$ cat config.mk
export PLATFORM = sky130hd
export DESIGN_NAME = fetcher
export DESIGN_NICKNAME = d
export VERILOG_FILES = /design/src/rtl/fetcher.sv
export SDC_FILE = /design/constraint.sdc
export NUM_CORES = 1
export LEC_CHECK = 0
export CAP_MARGIN = 10
export CORE_ASPECT_RATIO = 0.8
export CORE_MARGIN = 2
export CORE_UTILIZATION = 33
export DETAILED_ROUTE_END_ITERATION = 6
export PLACE_DENSITY_LB_ADDON = 0.15
export SYNTH_ARGS = -nofsm -noshare
export SYNTH_HDL_FRONTEND = slang
export SYNTH_SLANG_ARGS = --single-unit
$ cat constraint.sdc
create_clock -name clk -period 2.9 [get_ports clk]
set_input_delay 0.435 -clock clk [delete_from_list [all_inputs] [get_ports clk]]
set_output_delay 0.435 -clock clk [all_outputs]
set_load 0.05 [all_outputs]
$ cat src/rtl/fetcher.sv
// Instruction fetcher: walks the pc, looks up an optional direct-mapped
// instruction cache, requests misses from the memory controller, and
// delivers one instruction per hit/refill to the dispatcher with the
// branch predictor's decision attached.
// Optional feature macro: ICACHE_EN (defined = cache present; undefined =
// no cache storage, every lookup misses and goes to memory).
module fetcher #(
  parameter logic [31:0] RESET_PC     = 32'h0,
  parameter int          ICACHE_LINES = 256
) (
  input  logic        clk,
  input  logic        rst,
  input  logic        full_from_iq,
  output logic        ena_to_mc,
  output logic [31:0] addr_to_mc,
  input  logic        ok_flag_from_mc,
  input  logic [31:0] inst_from_mc,
  output logic [31:0] query_pc,
  output logic [31:0] query_inst,
  input  logic        predicted_jump,
  input  logic [31:0] predicted_imm,
  output logic        ok_flag_to_dsp,
  output logic [31:0] inst_to_dsp,
  output logic [31:0] pc_to_dsp,
  output logic        predicted_jump_to_dsp,
  input  logic        rollback_from_rob,
  input  logic [31:0] target_pc_from_rob
);

  typedef enum logic [0:0] {IDLE = 1'b0, WAIT_MEM = 1'b1} state_t;

  state_t      state_q, state_d;
  logic [31:0] pc_q, pc_d;
  logic        ena_q, ena_d;
  logic [31:0] addr_q, addr_d;
  logic        ok_q, ok_d;
  logic [31:0] inst_q, inst_d;
  logic [31:0] dpc_q, dpc_d;
  logic        pj_q, pj_d;
  logic        hit_s;
  logic [31:0] hit_word_s;

`ifdef ICACHE_EN
  localparam int IDX_W = $clog2(ICACHE_LINES);
  localparam int TAG_W = 32 - IDX_W - 2;

  logic             valid_q [ICACHE_LINES];
  logic [TAG_W-1:0] tag_q   [ICACHE_LINES];
  logic [31:0]      data_q  [ICACHE_LINES];
  logic [IDX_W-1:0] rd_idx_s;
  logic [IDX_W-1:0] wr_idx_s;
  logic             fill_s;

  // Lookup uses the current pc; refill uses the address held on the bus,
  // which stays valid even when a rollback lands on the same cycle.
  assign rd_idx_s   = pc_q[IDX_W+1:2];
  assign wr_idx_s   = addr_q[IDX_W+1:2];
  assign fill_s     = (state_q == WAIT_MEM) && ok_flag_from_mc;
  assign hit_s      = valid_q[rd_idx_s] && (tag_q[rd_idx_s] == pc_q[31:IDX_W+2]);
  assign hit_word_s = data_q[rd_idx_s];

  // Valid bits: cleared by reset, set when a memory response arrives.
  always_ff @(posedge clk) begin
    if (rst) begin
      for (int i = 0; i < ICACHE_LINES; i++) valid_q[i] <= 1'b0;
    end else if (fill_s) begin
      valid_q[wr_idx_s] <= 1'b1;
    end
  end

  // Tag and data storage: written on refill only, no reset needed.
  always_ff @(posedge clk) begin
    if (fill_s) begin
      tag_q[wr_idx_s]  <= addr_q[31:IDX_W+2];
      data_q[wr_idx_s] <= inst_from_mc;
    end
  end
`else
  assign hit_s      = 1'b0;
  assign hit_word_s = 32'h0;
`endif

  // State and output registers.
  always_ff @(posedge clk) begin
    if (rst) begin
      state_q <= IDLE;
      pc_q    <= RESET_PC;
      ena_q   <= 1'b0;
      addr_q  <= 32'h0;
      ok_q    <= 1'b0;
      inst_q  <= 32'h0;
      dpc_q   <= 32'h0;
      pj_q    <= 1'b0;
    end else begin
      state_q <= state_d;
      pc_q    <= pc_d;
      ena_q   <= ena_d;
      addr_q  <= addr_d;
      ok_q    <= ok_d;
      inst_q  <= inst_d;
      dpc_q   <= dpc_d;
      pj_q    <= pj_d;
    end
  end

  // Next-state logic: rollback wins, then hit delivery, miss request or
  // refill delivery. A delivery registers the dispatch outputs and
  // advances pc along the predicted path.
  always_comb begin
    state_d    = state_q;
    pc_d       = pc_q;
    ena_d      = ena_q;
    addr_d     = addr_q;
    ok_d       = 1'b0;
    inst_d     = inst_q;
    dpc_d      = dpc_q;
    pj_d       = pj_q;
    query_inst = 32'h0;
    if (rollback_from_rob) begin
      state_d = IDLE;
      pc_d    = target_pc_from_rob;
      ena_d   = 1'b0;
    end else begin
      case (state_q)
        IDLE: begin
          if (!full_from_iq) begin
            if (hit_s) begin
              query_inst = hit_word_s;
            end else begin
              ena_d   = 1'b1;
              addr_d  = pc_q;
              state_d = WAIT_MEM;
            end
          end else begin
            state_d = IDLE;
          end
        end
        WAIT_MEM: begin
          // A pending refill completes even if the queue reports full.
          if (ok_flag_from_mc) begin
            query_inst = inst_from_mc;
            ena_d      = 1'b0;
            state_d    = IDLE;
          end else begin
            state_d = WAIT_MEM;
          end
        end
        default: begin
          state_d = IDLE;
          ena_d   = 1'b0;
        end
      endcase
      if ((state_q == IDLE && !full_from_iq && hit_s) ||
          (state_q == WAIT_MEM && ok_flag_from_mc)) begin
        ok_d   = 1'b1;
        inst_d = query_inst;
        dpc_d  = pc_q;
        pj_d   = predicted_jump;
        pc_d   = predicted_jump ? (pc_q + predicted_imm) : (pc_q + 32'd4);
      end else begin
        ok_d = 1'b0;
      end
    end
  end

  assign query_pc              = pc_q;
  assign ena_to_mc             = ena_q;
  assign addr_to_mc            = addr_q;
  assign ok_flag_to_dsp        = ok_q;
  assign inst_to_dsp           = inst_q;
  assign pc_to_dsp             = dpc_q;
  assign predicted_jump_to_dsp = pj_q;

endmodule

After elaboration in Yosys (flattened, before gate mapping)
Index checks and enable logic that the tools add are counted.
Word-level totals
  memory bits (read-only): 0
  latch bits: 0
  input port bits: 102
  memory bits (writable): 0
  memories kept: 0
  register bits after elaboration: 132
Cells by class
  $mul: 0
  add/subtract/negate cells: 2
  bitwise logic cells: 3
  shift-type cells: 0
  divide/modulo/power cells: 0
  mux-type cells: 13
  reduce and logical (&&, ||, !) cells: 6
  equality and inequality tests: 2
  magnitude comparators: 0
Operator list (count)
  32-bit two-way mux: 5
  32-bit one-hot mux with 2 select lines: 1
  32-bit by 3-bit adder with 32-bit output (second input constant): 1
  32-bit adder: 1
  1-bit two-way mux: 5
  2-bit != test (second input constant): 2
  1-bit one-hot mux with 2 select lines: 2
  2-bit AND reduction: 2
  1-bit NOT: 3
  3-bit AND reduction: 1
  2-bit nonzero test: 1
  2-bit OR reduction: 1
  1-bit logical AND: 1

Longest topological paths before layout
  depth after elaboration: 4
  depth in mapped cells: 12

Least setup slack after synthesis
OpenSTA, ideal clock, no wires.
  kind: reg-to-reg
  start point: register pc_q[0] (netlist: query_pc[0])
  end point: register pc_q[28] (netlist: query_pc[28])
  library setup time: 0.086 ns
  required time: 2.814 ns
  buffers on the path: 0
  arrival time: 2.835 ns
  path slack: -0.020 ns
  cell stages (with the launch flop): 12
  cells stage by stage: dfxtp_1 -> ha_1 -> inv_1 -> fa_1 -> nor2b_1 -> o2111ai_1 -> a21oi_1 -> o22a_1 -> a21oi_1 -> o31a_2 -> xor2_1 -> a211oi_1
On the way
  word-level cells in the longest chain between the ends: 4
RTL lines
  from (decl): line 33  | logic [31:0] pc_q, pc_d;
  from (signal assigned): line 96  | pc_q <= pc_d;
  32-bit by 3-bit adder with 32-bit output / 32-bit adder (equally long branches): line 159  | pc_d = predicted_jump ? (pc_q + predicted_imm) : (pc_q + 32'd4);
  32-bit two-way mux (*): line 159
  32-bit two-way mux (*): line 153  | if ((state_q == IDLE && !full_from_iq && hit_s) ||
  32-bit two-way mux (*): line 119  | if (rollback_from_rob) begin
Every way passes the cells marked *; elsewhere a longest branch is shown, timed or not. The select of a mux whose other input is x is not followed.
A chain may end at the register's enable or synchronous reset.

Worst setup path after layout
  start point: input predicted_imm[0]
  end point: register pc_q[28] (netlist: query_pc[28])
On the way
  word-level cells in the longest chain between the ends: 4
RTL lines
  from (decl): line 21  | input logic [31:0] predicted_imm,
  32-bit adder: line 159
  32-bit two-way mux: line 159
  32-bit two-way mux: line 153
  32-bit two-way mux: line 119
No other way between the ends. The select of a mux whose other input is x is not followed.

==> PnR_summary.wiki <==
{| class="wikitable"
! Metric !! Value
|-
| Crit start category || primary input
|-
| Synth Area per Inst || 7.23 um2
|-
| First-pass DRT Iterations || 5
|-
| Max_slew headroom || 56.6%
|-
| Required @ worst endpoint || 3240 ps
|-
| Final setup violation count || 0
|-
| Number of cell rows || 48
|-
| Top cells by instance count after synthesis || nand2_1 (241), a21oi_1 (177), dfxtp_1 (132), nor2_1 (66), clkbuf_1 (49)
|-
| Number of flip-flops and latches in the synthesized netlist || 132
|-
| Area contributors post-synth || dfxtp_1 (36%), nand2_1 (12%), a21oi_1 (12%), ha_1 (5.4%), nor2_1 (3.4%)
|-
| Number of enable-type register cells in the synthesized netlist || 0
|-
| Post-CTS setup buffer count || 0
|-
| Peak ir drop on the vdd network || 0.340 mV
|-
| Biggest fanout along the worst timing path || 3
|-
| Number of violations reported at the end of detailed-routing iteration 0 || 556
|-
| Met1 track demand over resource in global routing || 29.5%
|-
| Residual overflow from global routing || 0
|-
| Least setup slack across all paths after layout || 163 ps
|-
| Clock latency reported for the late side of the worst-skew pair || 430 ps
|-
| Final cycle utilization of the critical path || 94.4%
|-
| Cell area power density || about 450 nW/um2
|-
| Clock net sink count || 132
|-
| Max-cap viol count || 0
|-
| Final nets || 1,481
|-
| Via total after detailed routing || 8,341
|-
| Via/cell ratio || 5.02
|-
| Maximum number of pins on one net before global-route repair || roughly 130
|-
| Final number of hold-violating endpoints || 0
|-
| Estimated wirelength of the detail-placed design || 21,500 um
|-
| Data arrival, critical path || around 3000 ps
|-
| Kind of end point of the critical path || register
|-
| I/O Buffers || 264
|-
| Die Span Y || 138 um
|-
| Worst Max-Slew Pin Slew || 649 ps
|-
| Routability Congestion || 0.914
|-
| Final period demand of the worst path || 2740 ps
|-
| Post-route cell area || between 10,000 and 15,000 um2
|-
| First-pass GRT wire length || 42,600 um
|-
| XOR/XNOR Fraction of Synth Area || 4.17%
|-
| Number of hold buffers added after CTS || 0
|-
| Root buffer cell || clkbuf_16
|-
| Count of placed standard cells including taps || 1,627
|-
| Main combinational cell family by area after synthesis || compound AO/OA/AOI/OAI gates
|-
| Kind of critical path || in -> reg
|-
| Die extent in x || 171 um
|-
| TritonCTS clock tree || done
|-
| Biggest area consumer among synthesized cells || dfxtp_1
|-
| Floorplan Core Area || 21,700 um2
|-
| Multiplexer area fraction after synthesis || 0.987%
|-
| GRT busiest layer || met2
|-
| Clock buffer depth || 2
|-
| Post-route antenna net violation count || 0
|-
| Number of top-level design ports || 265
|-
| Aggregate global-route resource usage || 23.7%
|-
| Area post-placement || ~11,000 um2
|-
| Post-Synthesis Cell Area || 7350 um2
|-
| H-Tree Level Count || 4
|-
| Clock buffers created by TritonCTS || 17
|-
| Number of nets in the synthesized netlist || between 1,000 and 1,500
|-
| Layout cell share with drive strength beyond 1 || around 15%
|-
| Post-Route Skew || 13.3 ps
|-
| # DRC || 0
|-
| Layout area overhead || 62.4%
|-
| Number of global-route vias before repair || 7,786
|-
| Pleak || 0.00482 uW
|-
| Final Max Tran Viols || 0
|-
| Timing-limited maximum frequency || about 0.37 GHz
|-
| Class of the most critical hold timing path || reg -> reg
|-
| Total design power || roughly 5300 uW
|-
| Dominant register cell in the synthesized netlist || dfxtp_1
|-
| Number of instances in the synthesized netlist || 1,017
|-
| Worst-case setup slack after placement || -485 ps
|-
| Average detailed-routed wire length per instance || 17.2 um
|-
| Adder-cell share of the synthesized area || 5.72%
|-
| WL final || approximately 29,000 um
|-
| Async SR Flop Fraction || 0%
|-
| Most frequently used cell type in the post-synthesis netlist || nand2_1
|-
| Sequential area share after synthesis || approximately 36%
|-
| Met2 Resource Use GR || between 30 and 40%
|-
| Met3 track demand over resource in global routing || between 6 and 7%
|-
| Die Area || 23,500 um2
|-
| Compound-gate portion of the synthesized area || 23.7%
|-
| Simple-gate area share of the yosys netlist || 23.4%
|-
| Warnings from Yosys || 0
|-
| Run status || finished, final reports clean
|-
| Post-synth top area share || 35.9%
|-
| Count of cell types in the netlist || 62
|-
| CTS clock-pin slew for the worst setup and hold paths || roughly 60 ps
|-
| Antenna violations before repair || 2
|-
| Effective utilization at floorplan || 33.8%
|-
| Count of non-filler cells in the finished layout || 1,663
|}
where the power goes:
group	switching [uW]	internal, uW
Sequential	32.8	1870
Clock	947	1130
Combinational	751	587
Total	1730	3580
placed cells by master, fill, tap and decap left out, types with 8 or more instances in the layout:
cell type / netlist / routed
nand2_1: 241 / 240
clkdlybuf4s50_1: 0 / 230
a21oi_1: 177 / 173
dfxtp_1: 132 / 131
buf_4: 3 / 113
nor2_1: 66 / 65
inv_1: 45 / 45
o21ai_0: 37 / 35
buf_12: 0 / 35
ha_1: 32 / 32
nand3_1: 22 / 22
xor2_1: 18 / 18
xnor2_1: 17 / 17
clkbuf_16: 0 / 17
a21o_1: 15 / 15
nand4_1: 13 / 13
nor3_1: 14 / 13
a211oi_1: 11 / 10
o21a_1: 8 / 8
and3_1: 8 / 8
o22ai_1: 8 / 8
a31oi_1: 8 / 8
per-layer routing:
layer	routed length, um	vias up	part of all wire (%)
li1	-	4172	-
met1	12400	3798	43
met2	13100	330	46
met3	2440	41	8.5
met4	660	0	2.3
met5	0	-	0
area by class of cell:
cell class	instances	area [um2]
Sequential cell	132	2640
Clock inverter	15	136
Multi-Input combinational cell	771	4320
Fill cell	2067	9800
Timing Repair Buffer	379	3860
Antenna cell	4	10.0
Inverter	45	169
Clock buffer	17	425
Tap cell	300	375
kinds of logic (layout without fill, tap and decap cells):
kind of cell	Yosys count	count (layout)
and+or+nand+nor	396	396
AOI/OAI and AO/OA	300	300
DFF	132	132
buffers and inverters	114	456
xor gates and xnor gates	35	35
adders and majority gates	33	33
muxes	7	7
other	0	4
worst max-delay path, cell delays in order:
cell and delay [ps]:
clkdlybuf4s50_1 460, ha_1 150, inv_1 60, fa_1 420
nor2b_2 200, o2111ai_4 160, a21oi_2 180, o22a_1 180
a21oi_2 100, o31a_2 370, xor2_1 140, a211oi_1 210
registers in the layout, summed over array words and instances, names as in the netlist:
name	count
addr_to_mc	32
ena_to_mc	1
inst_to_dsp	32
ok_flag_to_dsp	1
pc_to_dsp	32
predicted_jump_to_dsp	1
query_pc	32
state_q	1
through the flow:
step / util (%) / TNS (ps) / hold WS [ps]
final: 54.9 / 0 / 452
after global routing: 54.9 / -6.55 / 469
after CTS: 54.7 / 0 / 456
after detailed placement: 52.1 / -3780 / 446
after global placement: 52.1 / -3140 / 441
after floorplan: - / 0 / 458
final timing paths:
kind,endpoint,slack [ps],from,depth (start not counted)
min,pc_to_dsp[4],450,pc_to_dsp[4],2
max,query_pc[28],160,predicted_imm[0],12
max reg2reg,query_pc[28],270,query_pc[0],11
min reg2reg,pc_to_dsp[4],450,pc_to_dsp[4],2
what timing repair did:
item | 4_1_cts | 5_1_grt
endpoints found under the hold margin | 0 | 0
resized for setup | 1 | 11
endpoints found under the setup margin | 2 | 6
pin swaps | 0 | 1
cloned | 0 | 0
(Power assumes the default switching activity.)
